==> config.mk <==
export PLATFORM = sky130hd
export DESIGN_NAME = instr_sequencer
export DESIGN_NICKNAME = d
export VERILOG_FILES = /design/src/rtl/cpu_seq_pkg.sv /design/src/rtl/wait_timer.sv /design/src/rtl/instr_sequencer.sv
export SDC_FILE = /design/constraint.sdc
export NUM_CORES = 1
export LEC_CHECK = 0
export ABC_AREA = 1
export CAP_MARGIN = 20
export CELL_PAD_IN_SITES_DETAIL_PLACEMENT = 1
export CELL_PAD_IN_SITES_GLOBAL_PLACEMENT = 1
export CORE_ASPECT_RATIO = 0.6
export CORE_MARGIN = 8
export CORE_UTILIZATION = 37
export DETAILED_ROUTE_END_ITERATION = 12
export PLACE_DENSITY = 0.94
export RECOVER_POWER = 50
export SYNTH_ARGS = -nofsm -noshare
export SYNTH_HDL_FRONTEND = slang
export SYNTH_SLANG_ARGS = --single-unit
==> constraint.sdc <==
create_clock -name clk -period 3.3 [get_ports clk]
set_clock_uncertainty 0.1 [all_clocks]
set_input_delay 0.33 -clock clk [delete_from_list [all_inputs] [get_ports clk]]
set_output_delay 0.33 -clock clk [all_outputs]
set_load 0.02 [all_outputs]
==> src/rtl/cpu_seq_pkg.sv <==
// Shared types for the instruction sequencer: FSM state encoding and the
// per-instruction control flags captured during DECODE.
package cpu_seq_pkg;

  localparam int unsigned STATE_W = 3;

  typedef enum logic [STATE_W-1:0] {
    ST_IDLE   = 3'd0,
    ST_FETCH  = 3'd1,
    ST_DECODE = 3'd2,
    ST_EXEC   = 3'd3,
    ST_MEM    = 3'd4,
    ST_WB     = 3'd5,
    ST_FAULT  = 3'd6
  } seq_state_e;

  typedef struct packed {
    logic wmem;
    logic rmem;
    logic wreg;
    logic wpc;
    logic cond_en;
  } dec_flags_t;

  // States that wait on a memory handshake and are therefore watched by the timer.
  function automatic logic is_wait_state(input seq_state_e st);
    return (st == ST_FETCH) || (st == ST_MEM);
  endfunction

endpackage

==> src/rtl/wait_timer.sv <==
// Handshake timeout counter shared by FETCH and MEM. 'expired' flags the
// ack-less cycle that would bring the count up to WAIT_MAX.
module wait_timer #(
  parameter int unsigned WAIT_MAX = 16
) (
  input  logic clk,
  input  logic rst,
  input  logic clear,
  input  logic tick,
  output logic expired
);

  localparam int unsigned CW = (WAIT_MAX > 1) ? $clog2(WAIT_MAX) : 1;
  localparam logic [CW-1:0] LAST = CW'(WAIT_MAX - 1);

  logic [CW-1:0] count_r;

  assign expired = tick && (count_r == LAST);

  // Count consecutive ack-less cycles; any state change restarts the count.
  always_ff @(posedge clk) begin
    if (rst) begin
      count_r <= {CW{1'b0}};
    end else if (clear) begin
      count_r <= {CW{1'b0}};
    end else if (tick && !expired) begin
      count_r <= count_r + 1'b1;
    end
  end

endmodule

==> src/rtl/instr_sequencer.sv <==
// Multi-cycle instruction sequencer: fetch, decode, execute, optional data
// memory access and register write-back, with handshake timeout and sticky fault.
module instr_sequencer
  import cpu_seq_pkg::*;
#(
  parameter int unsigned WAIT_MAX = 16,
  parameter int unsigned CNT_W    = 16
) (
  input  logic             clk,
  input  logic             rst,
  input  logic             run,
  input  logic             dec_wmem,
  input  logic             dec_rmem,
  input  logic             dec_wreg,
  input  logic             dec_wpc,
  input  logic             dec_cond_en,
  input  logic             branch_taken,
  input  logic             imem_ack,
  input  logic             dmem_ack,
  output logic             imem_req,
  output logic             dmem_req,
  output logic             dmem_we,
  output logic             ir_we,
  output logic             pc_we,
  output logic             pc_sel,
  output logic             reg_we,
  output logic             flag_we,
  output logic             busy,
  output logic             fault,
  output logic [2:0]       state,
  output logic [CNT_W-1:0] instr_cnt
);

  seq_state_e       state_r;
  seq_state_e       state_s;
  seq_state_e       after_retire_s;
  dec_flags_t       flags_r;
  logic [CNT_W-1:0] cnt_r;

  logic timer_clear_s;
  logic timer_tick_s;
  logic timer_expired_s;
  logic mem_conflict_s;

  logic imem_req_s, dmem_req_s, dmem_we_s, ir_we_s, pc_we_s, pc_sel_s;
  logic reg_we_s, flag_we_s, busy_s, fault_s;

  assign mem_conflict_s = flags_r.wmem & flags_r.rmem;
  assign after_retire_s = run ? ST_FETCH : ST_IDLE;

  assign timer_clear_s = (state_s != state_r);
  assign timer_tick_s  = is_wait_state(state_r) &&
                         !((state_r == ST_FETCH) ? imem_ack : dmem_ack);

  wait_timer #(
    .WAIT_MAX (WAIT_MAX)
  ) u_wait_timer (
    .clk     (clk),
    .rst     (rst),
    .clear   (timer_clear_s),
    .tick    (timer_tick_s),
    .expired (timer_expired_s)
  );

  // State register.
  always_ff @(posedge clk) begin
    if (rst) begin
      state_r <= ST_IDLE;
    end else begin
      state_r <= state_s;
    end
  end

  // Decoded flags are captured once per instruction and govern it to retire.
  always_ff @(posedge clk) begin
    if (rst) begin
      flags_r <= '{wmem: 1'b0, rmem: 1'b0, wreg: 1'b0, wpc: 1'b0, cond_en: 1'b0};
    end else if (state_r == ST_DECODE) begin
      flags_r <= '{wmem: dec_wmem, rmem: dec_rmem, wreg: dec_wreg,
                   wpc: dec_wpc, cond_en: dec_cond_en};
    end
  end

  // Retired-instruction counter, wraps naturally.
  always_ff @(posedge clk) begin
    if (rst) begin
      cnt_r <= {CNT_W{1'b0}};
    end else if (pc_we_s) begin
      cnt_r <= cnt_r + 1'b1;
    end
  end

  // Next-state logic; run only matters in IDLE and at retire.
  always_comb begin
    state_s = state_r;
    case (state_r)
      ST_IDLE: begin
        if (run) state_s = ST_FETCH;
        else     state_s = ST_IDLE;
      end
      ST_FETCH: begin
        if (imem_ack)             state_s = ST_DECODE;
        else if (timer_expired_s) state_s = ST_FAULT;
        else                      state_s = ST_FETCH;
      end
      ST_DECODE: state_s = ST_EXEC;
      ST_EXEC: begin
        if (mem_conflict_s)                    state_s = ST_FAULT;
        else if (flags_r.wmem || flags_r.rmem) state_s = ST_MEM;
        else if (flags_r.wreg)                 state_s = ST_WB;
        else                                   state_s = after_retire_s;
      end
      ST_MEM: begin
        if (dmem_ack) begin
          if (flags_r.rmem) state_s = ST_WB;
          else              state_s = after_retire_s;
        end else if (timer_expired_s) begin
          state_s = ST_FAULT;
        end else begin
          state_s = ST_MEM;
        end
      end
      ST_WB:    state_s = after_retire_s;
      ST_FAULT: state_s = ST_FAULT;
      default:  state_s = ST_FAULT;
    endcase
  end

  // Strobe decode from state and latched flags; everything is forced low under reset.
  always_comb begin
    imem_req_s = 1'b0;
    dmem_req_s = 1'b0;
    dmem_we_s  = 1'b0;
    ir_we_s    = 1'b0;
    pc_we_s    = 1'b0;
    pc_sel_s   = 1'b0;
    reg_we_s   = 1'b0;
    flag_we_s  = 1'b0;
    busy_s     = 1'b0;
    fault_s    = 1'b0;
    if (rst) begin
      busy_s = 1'b0;
    end else begin
      case (state_r)
        ST_IDLE: busy_s = 1'b0;
        ST_FETCH: begin
          busy_s     = 1'b1;
          imem_req_s = 1'b1;
          ir_we_s    = imem_ack;
        end
        ST_DECODE: busy_s = 1'b1;
        ST_EXEC: begin
          busy_s = 1'b1;
          if (mem_conflict_s) begin
            flag_we_s = 1'b0;
          end else begin
            flag_we_s = flags_r.cond_en;
            pc_we_s   = !(flags_r.wmem || flags_r.rmem || flags_r.wreg);
          end
        end
        ST_MEM: begin
          busy_s     = 1'b1;
          dmem_req_s = 1'b1;
          dmem_we_s  = flags_r.wmem;
          pc_we_s    = dmem_ack && flags_r.wmem;
        end
        ST_WB: begin
          busy_s   = 1'b1;
          reg_we_s = 1'b1;
          pc_we_s  = 1'b1;
        end
        ST_FAULT: fault_s = 1'b1;
        default:  fault_s = 1'b1;
      endcase
      pc_sel_s = pc_we_s && flags_r.wpc && branch_taken;
    end
  end

  assign imem_req  = imem_req_s;
  assign dmem_req  = dmem_req_s;
  assign dmem_we   = dmem_we_s;
  assign ir_we     = ir_we_s;
  assign pc_we     = pc_we_s;
  assign pc_sel    = pc_sel_s;
  assign reg_we    = reg_we_s;
  assign flag_we   = flag_we_s;
  assign busy      = busy_s;
  assign fault     = fault_s;
  assign state     = rst ? ST_IDLE : state_r;
  assign instr_cnt = rst ? {CNT_W{1'b0}} : cnt_r;

endmodule

* Yosys cells after proc, flatten, opt, wreduce, memory -nomap -nowiden
Cells that the tools add are included.
** Storage, ports and cells
- Register bits :: 28
- Logic and storage cells :: 70
** Cells by class
- $add $sub $neg :: 2
- Equal/unequal tests :: 7
- Muxes and demuxes :: 35
- Bitwise operators :: 1
- Reduce and logical (&&, ||, !) cells :: 17
** Operator list (count)
- 2-to-1 mux 3 bit :: 8
- 2-to-1 mux 1 bit :: 23
- adder 16 x 1 -> 16 bit (second input constant) :: 1
- 2-to-1 mux 16 bit :: 1
- case mux 3 bit (5 select lines) :: 1
- equality test 3 x 2 -> 1 bit (second input constant) :: 2
- equality test 3 bit (second input constant) :: 2
- logical AND 1 bit :: 6
- OR reduction 6 bit :: 1
- OR reduction 5 bit :: 1
- adder 4 x 1 -> 4 bit (second input constant) :: 1
- equality test 4 bit (second input constant) :: 1
- OR reduction 2 bit :: 2
- equality test 3 x 1 -> 1 bit (second input constant) :: 1
- logical NOT 1 bit :: 3
- logical NOT 3 bit :: 1
- logical OR 1 bit :: 3
- inequality test 3 bit :: 1
- case mux 1 bit (3 select lines) :: 1
- 2-to-1 mux 2 bit :: 1
- bitwise AND 1 bit :: 1

* Longest topological paths before layout
- Word-level depth :: 10
- Depth in mapped cells :: 10

* By module
From an unflattened synthesis, not the netlist that was laid out.
** Second synthesis, totals
- Cell total of the unflattened synthesis :: 304
- Area total of the unflattened synthesis :: 1803.0 um^2
** Modules (own cells, without submodules)
- instr_sequencer :: times used 1, cells an instance 274, area an instance 1599.0 um^2
- wait_timer :: times used 1, cells an instance 30, area an instance 203.9 um^2

* Worst setup path before layout
OpenSTA, ideal clock, no wires.
- Path type :: register to output
- Start :: register state_r[2]
- End :: output pc_sel
- Data arrival time :: 1.251 ns
- Slack :: 1.619 ns
- Cell stages (with the launch flop) :: 8
- Cells stage by stage :: dfxtp_1 > buf_6 > inv_2 > nand3_2 > nor2_4 > o21ai_4 > buf_4 > nor2_1
** On the way
- Cells in the longest elaborated chain, start to end :: 6
** Ends and longest elaborated chain
- start, declared :: line instr_sequencer.sv:34 : seq_state_e state_r;
- start signal, assigned :: line instr_sequencer.sv:70 : state_r <= state_s;
- equality test 3 bit or equality test 3 x 2 -> 1 bit (tied branches) :: line instr_sequencer.sv:144 : case (state_r)
- case mux 1 bit (3 select lines) (*) :: line instr_sequencer.sv:144
- 2-to-1 mux 1 bit (*) :: line instr_sequencer.sv:141 : if (rst) begin
- logical AND 1 bit (*) (2 in a row) :: line instr_sequencer.sv:175 : pc_sel_s = pc_we_s && flags_r.wpc && branch_taken;
- 2-to-1 mux 1 bit (*) :: line instr_sequencer.sv:141
- end, declared :: line instr_sequencer.sv:25 : output logic pc_sel,
Mark *: on every way between the ends. The rest lies on a longest branch, timed or not. The select of a mux whose other input is x is not followed.

* Worst setup path after layout
- Start :: register state_r[1]
- End :: output pc_we
** On the way
- Cells in the longest elaborated chain, start to end :: 4
** Ends and longest elaborated chain
- equality test 3 bit or equality test 3 x 2 -> 1 bit (tied branches) :: line instr_sequencer.sv:144
- case mux 1 bit (3 select lines) (*) :: line instr_sequencer.sv:144
- 2-to-1 mux 1 bit (*) (2 in a row) :: line instr_sequencer.sv:141
- end, declared :: line instr_sequencer.sv:24 : output logic pc_we,
Marks and branches as above.

==> impl_results.md <==
* Hold WC Path Type: reg2reg
* CTS clk-pin slew, worst paths at 110 ps
* Synth top area share at 0.309
* Synth-to-layout area growth at 25.9%
* Leak at 0.814 nW
* Antenna cells at 0
* Count of state elements after synthesis at 28
* Post-route DRC violation count at 0
* Layout cells sized above 1 at 0.0428
* Main synth FF type: dfxtp_1
* Worst R2R Setup Slack at 800 ps
* Fraction of registers with async set or reset after synthesis at 0
* Worst EP required at 2870 ps
* Maximum number of pins on one net before global-route repair at 27
* Most area-consuming cells after synthesis: dfxtp_1 (31%), nand2_1 (14%), nor2_1 (9.3%)
* Rows at 19
* Max Cap Violations at 0
* CP endpoint: pc_we
* Overall Global Routing Usage at 0.170
* Clock Latency Late Sink at 290 ps
* TritonCTS Buffers at 3
* Post-layout min period at 2730 ps
* CP Class: reg2out
* Syn_area_per_cell at 6.25 µm²
* Syn nets at 303
* Setup violators final at 0
* Reg2Reg Depth at 8
* Vias per inst at 5.22
* Post-synth EDFFs at 0
* Top-count cell post-synth: nand2_1
* Final slew viol count at 0
* DRT Wirelength at 6.22 mm
* Area leader, netlist: dfxtp_1
* CP endpoint kind: output port
* Crit path DAT at 2300 ps
* Via Count at 2034
* Relative slew slack at 0.642
* Antenna Nets Post-Route at 0
* Fin. Hold Viols at 0
* Layout net count at 341
* Yosys warning count at 0
* DRT iter0 DRCs at 104
* Maximum vdd drop at 0.155 mV
* Unrepaired setup endpoints after global routing: no
* Drt pass-1 iters at 4
* Peak Freq at 0.367 GHz
* Total grt overflow at 0
* Drt wl/cell at 15.9 µm
* Commonest cells in the synthesized netlist: nand2_1 (70), nor2_1 (45), inv_1 (34)
* Setup TNS at 0 ps
* I/O pin cnt at 40
* Hpwl dp at 4.81 mm
* Initial antenna violation count at 0
* Period utilization at 0.826
* Final core utilization at 0.493
* Outcome: completed
* Worst Setup SP: state_r[1]$_SDFF_PP0_
* R2R Path End: cnt_r[3]$_SDFFE_PP0P_
* Cts repair resizes at 0
* CTS H-tree depth at 1
* CTS tree: yes
* Die width at 106 µm
* P per Cell Area at 308 mW/mm²
* Crit path max fanout at 14
* Hold-fix buffers, CTS at 0
* Netlist cell types at 24
* PortBufs at 39
* # fillers at 627
* Seq/Total Area, Yosys at 0.309
* Die ar. at 0.00747 mm²
* CP startpoint kind: flip-flop
* Reg-to-reg startpoint: state_r[1]$_SDFF_PP0_
* Worst-Margin Slew at 537 ps
* Die H at 70.2 µm
* Setup bufs post-CTS at 0
* Syn Inst Count at 290
* Root buffer cell: clkbuf_8
* Post-synth design cell area at 0.00181 mm²
* Number of global-route vias before repair at 2057
* Longest Clk Path Bufs at 2
* Clock sinks at 28
* Initial core utilization at 0.391
* RePlAce Congestion at 0.912
* Core Box Area at 0.00464 mm²
* First-pass GRT wire length at 10.4 mm
-- how the worst min path moves through the flow --
stage | from | to | slack [ps] | depth (start not counted)
after global routing | cnt_r[14]$_SDFFE_PP0P_ | cnt_r[14]$_SDFFE_PP0P_ | 410 | 2
after detailed placement | cnt_r[14]$_SDFFE_PP0P_ | cnt_r[14]$_SDFFE_PP0P_ | 370 | 2
after floorplan | flags_r[1]$_SDFFE_PP0P_ | flags_r[1]$_SDFFE_PP0P_ | 340 | 2
final | cnt_r[3]$_SDFFE_PP0P_ | cnt_r[3]$_SDFFE_PP0P_ | 380 | 1
after global placement | cnt_r[14]$_SDFFE_PP0P_ | cnt_r[14]$_SDFFE_PP0P_ | 350 | 2
after CTS | cnt_r[14]$_SDFFE_PP0P_ | cnt_r[14]$_SDFFE_PP0P_ | 380 | 2
-- cells in the final DEF (no fill, tap or decap) --
cell type and instances:
a31oi_1 1, inv_1 36, a21oi_1 19, nand4_1 2
nor2_4 3, bufinv_16 1, buf_4 2, xor2_1 7
nand2_1 71, nor2_1 49, clkdlybuf4s50_1 39, nor3_1 18
nand2_2 1, o21ai_0 11, dfxtp_1 28, nand3_1 26
clkbuf_1 1, clkbuf_8 3, inv_2 1, a21oi_4 1
ha_1 2, nand3b_1 3, nand3_2 2
-- critical path, cell delays in order (launching register included) --
cell,delay (ps)
dfxtp_1,400
inv_1,200
nand2_1,170
a21oi_4,170
nor2_1,100
nor2_4,300
clkdlybuf4s50_1,680
-- logic make-up (layout without fill, tap and decap cells) --
group | Yosys count | in the layout | share of synthesized area
DFF | 28 | 28 | 0.309
buffers and inverters | 46 | 83 | 0.110
adders and majority gates | 2 | 2 | 0.0138
xor gates and xnor gates | 7 | 7 | 0.0338
AOI/OAI and AO/OA | 32 | 32 | 0.101
and+or+nand+nor | 175 | 175 | 0.432
-- metrics by stage --
stage               cell area (µm²)  power (mW)  std cells  worst slack [ps]  hold WS, ps
finish                         2280       0.704        390               573          383
global route                   2280       0.729        390               411          409
CTS                            2320       0.706        390               564          385
detailed placement             2240       0.427        386               685          369
global placement               2240       0.424        386               723          352
floorplan                      1810       0.396        290              1620          341
-- sequential cells by signal, summed over array words and instances, names as in the netlist --
register,cells
cnt_r,16
flags_r,5
state_r,3
u_wait_timer.count_r,4
-- power breakdown --
part / switching (mW) / total (mW) / leakage (nW) / internal (mW)
sequential: 0.00391 / 0.345 / 0.226 / 0.341
clock: 0.122 / 0.285 / 0.0357 / 0.163
combinational: 0.0470 / 0.0746 / 0.552 / 0.0275
total: 0.173 / 0.704 / 0.814 / 0.531
-- cell type report --
cell class              count  area (µm²)  area share
clock buffers               3        41.3      0.0181
inverters                  37         139      0.0608
repair buffers             42         409       0.179
clock inverters             1        30.0      0.0132
multi-input cells         216        1020       0.449
well taps                  63        78.8      0.0345
flip-flops and latches     28         561       0.245
-- per-layer routing --
metal	part of all wire	routed length [µm]	global-route usage	up-vias
li1	-	-	-	993
met1	0.49	3040	0.228	973
met2	0.45	2790	0.271	62
met3	0.056	350	0.0394	6
met4	0.0061	38	0.0295	0
met5	0	0	0	-
No activity file was read; power rests on OpenSTA's default activity.
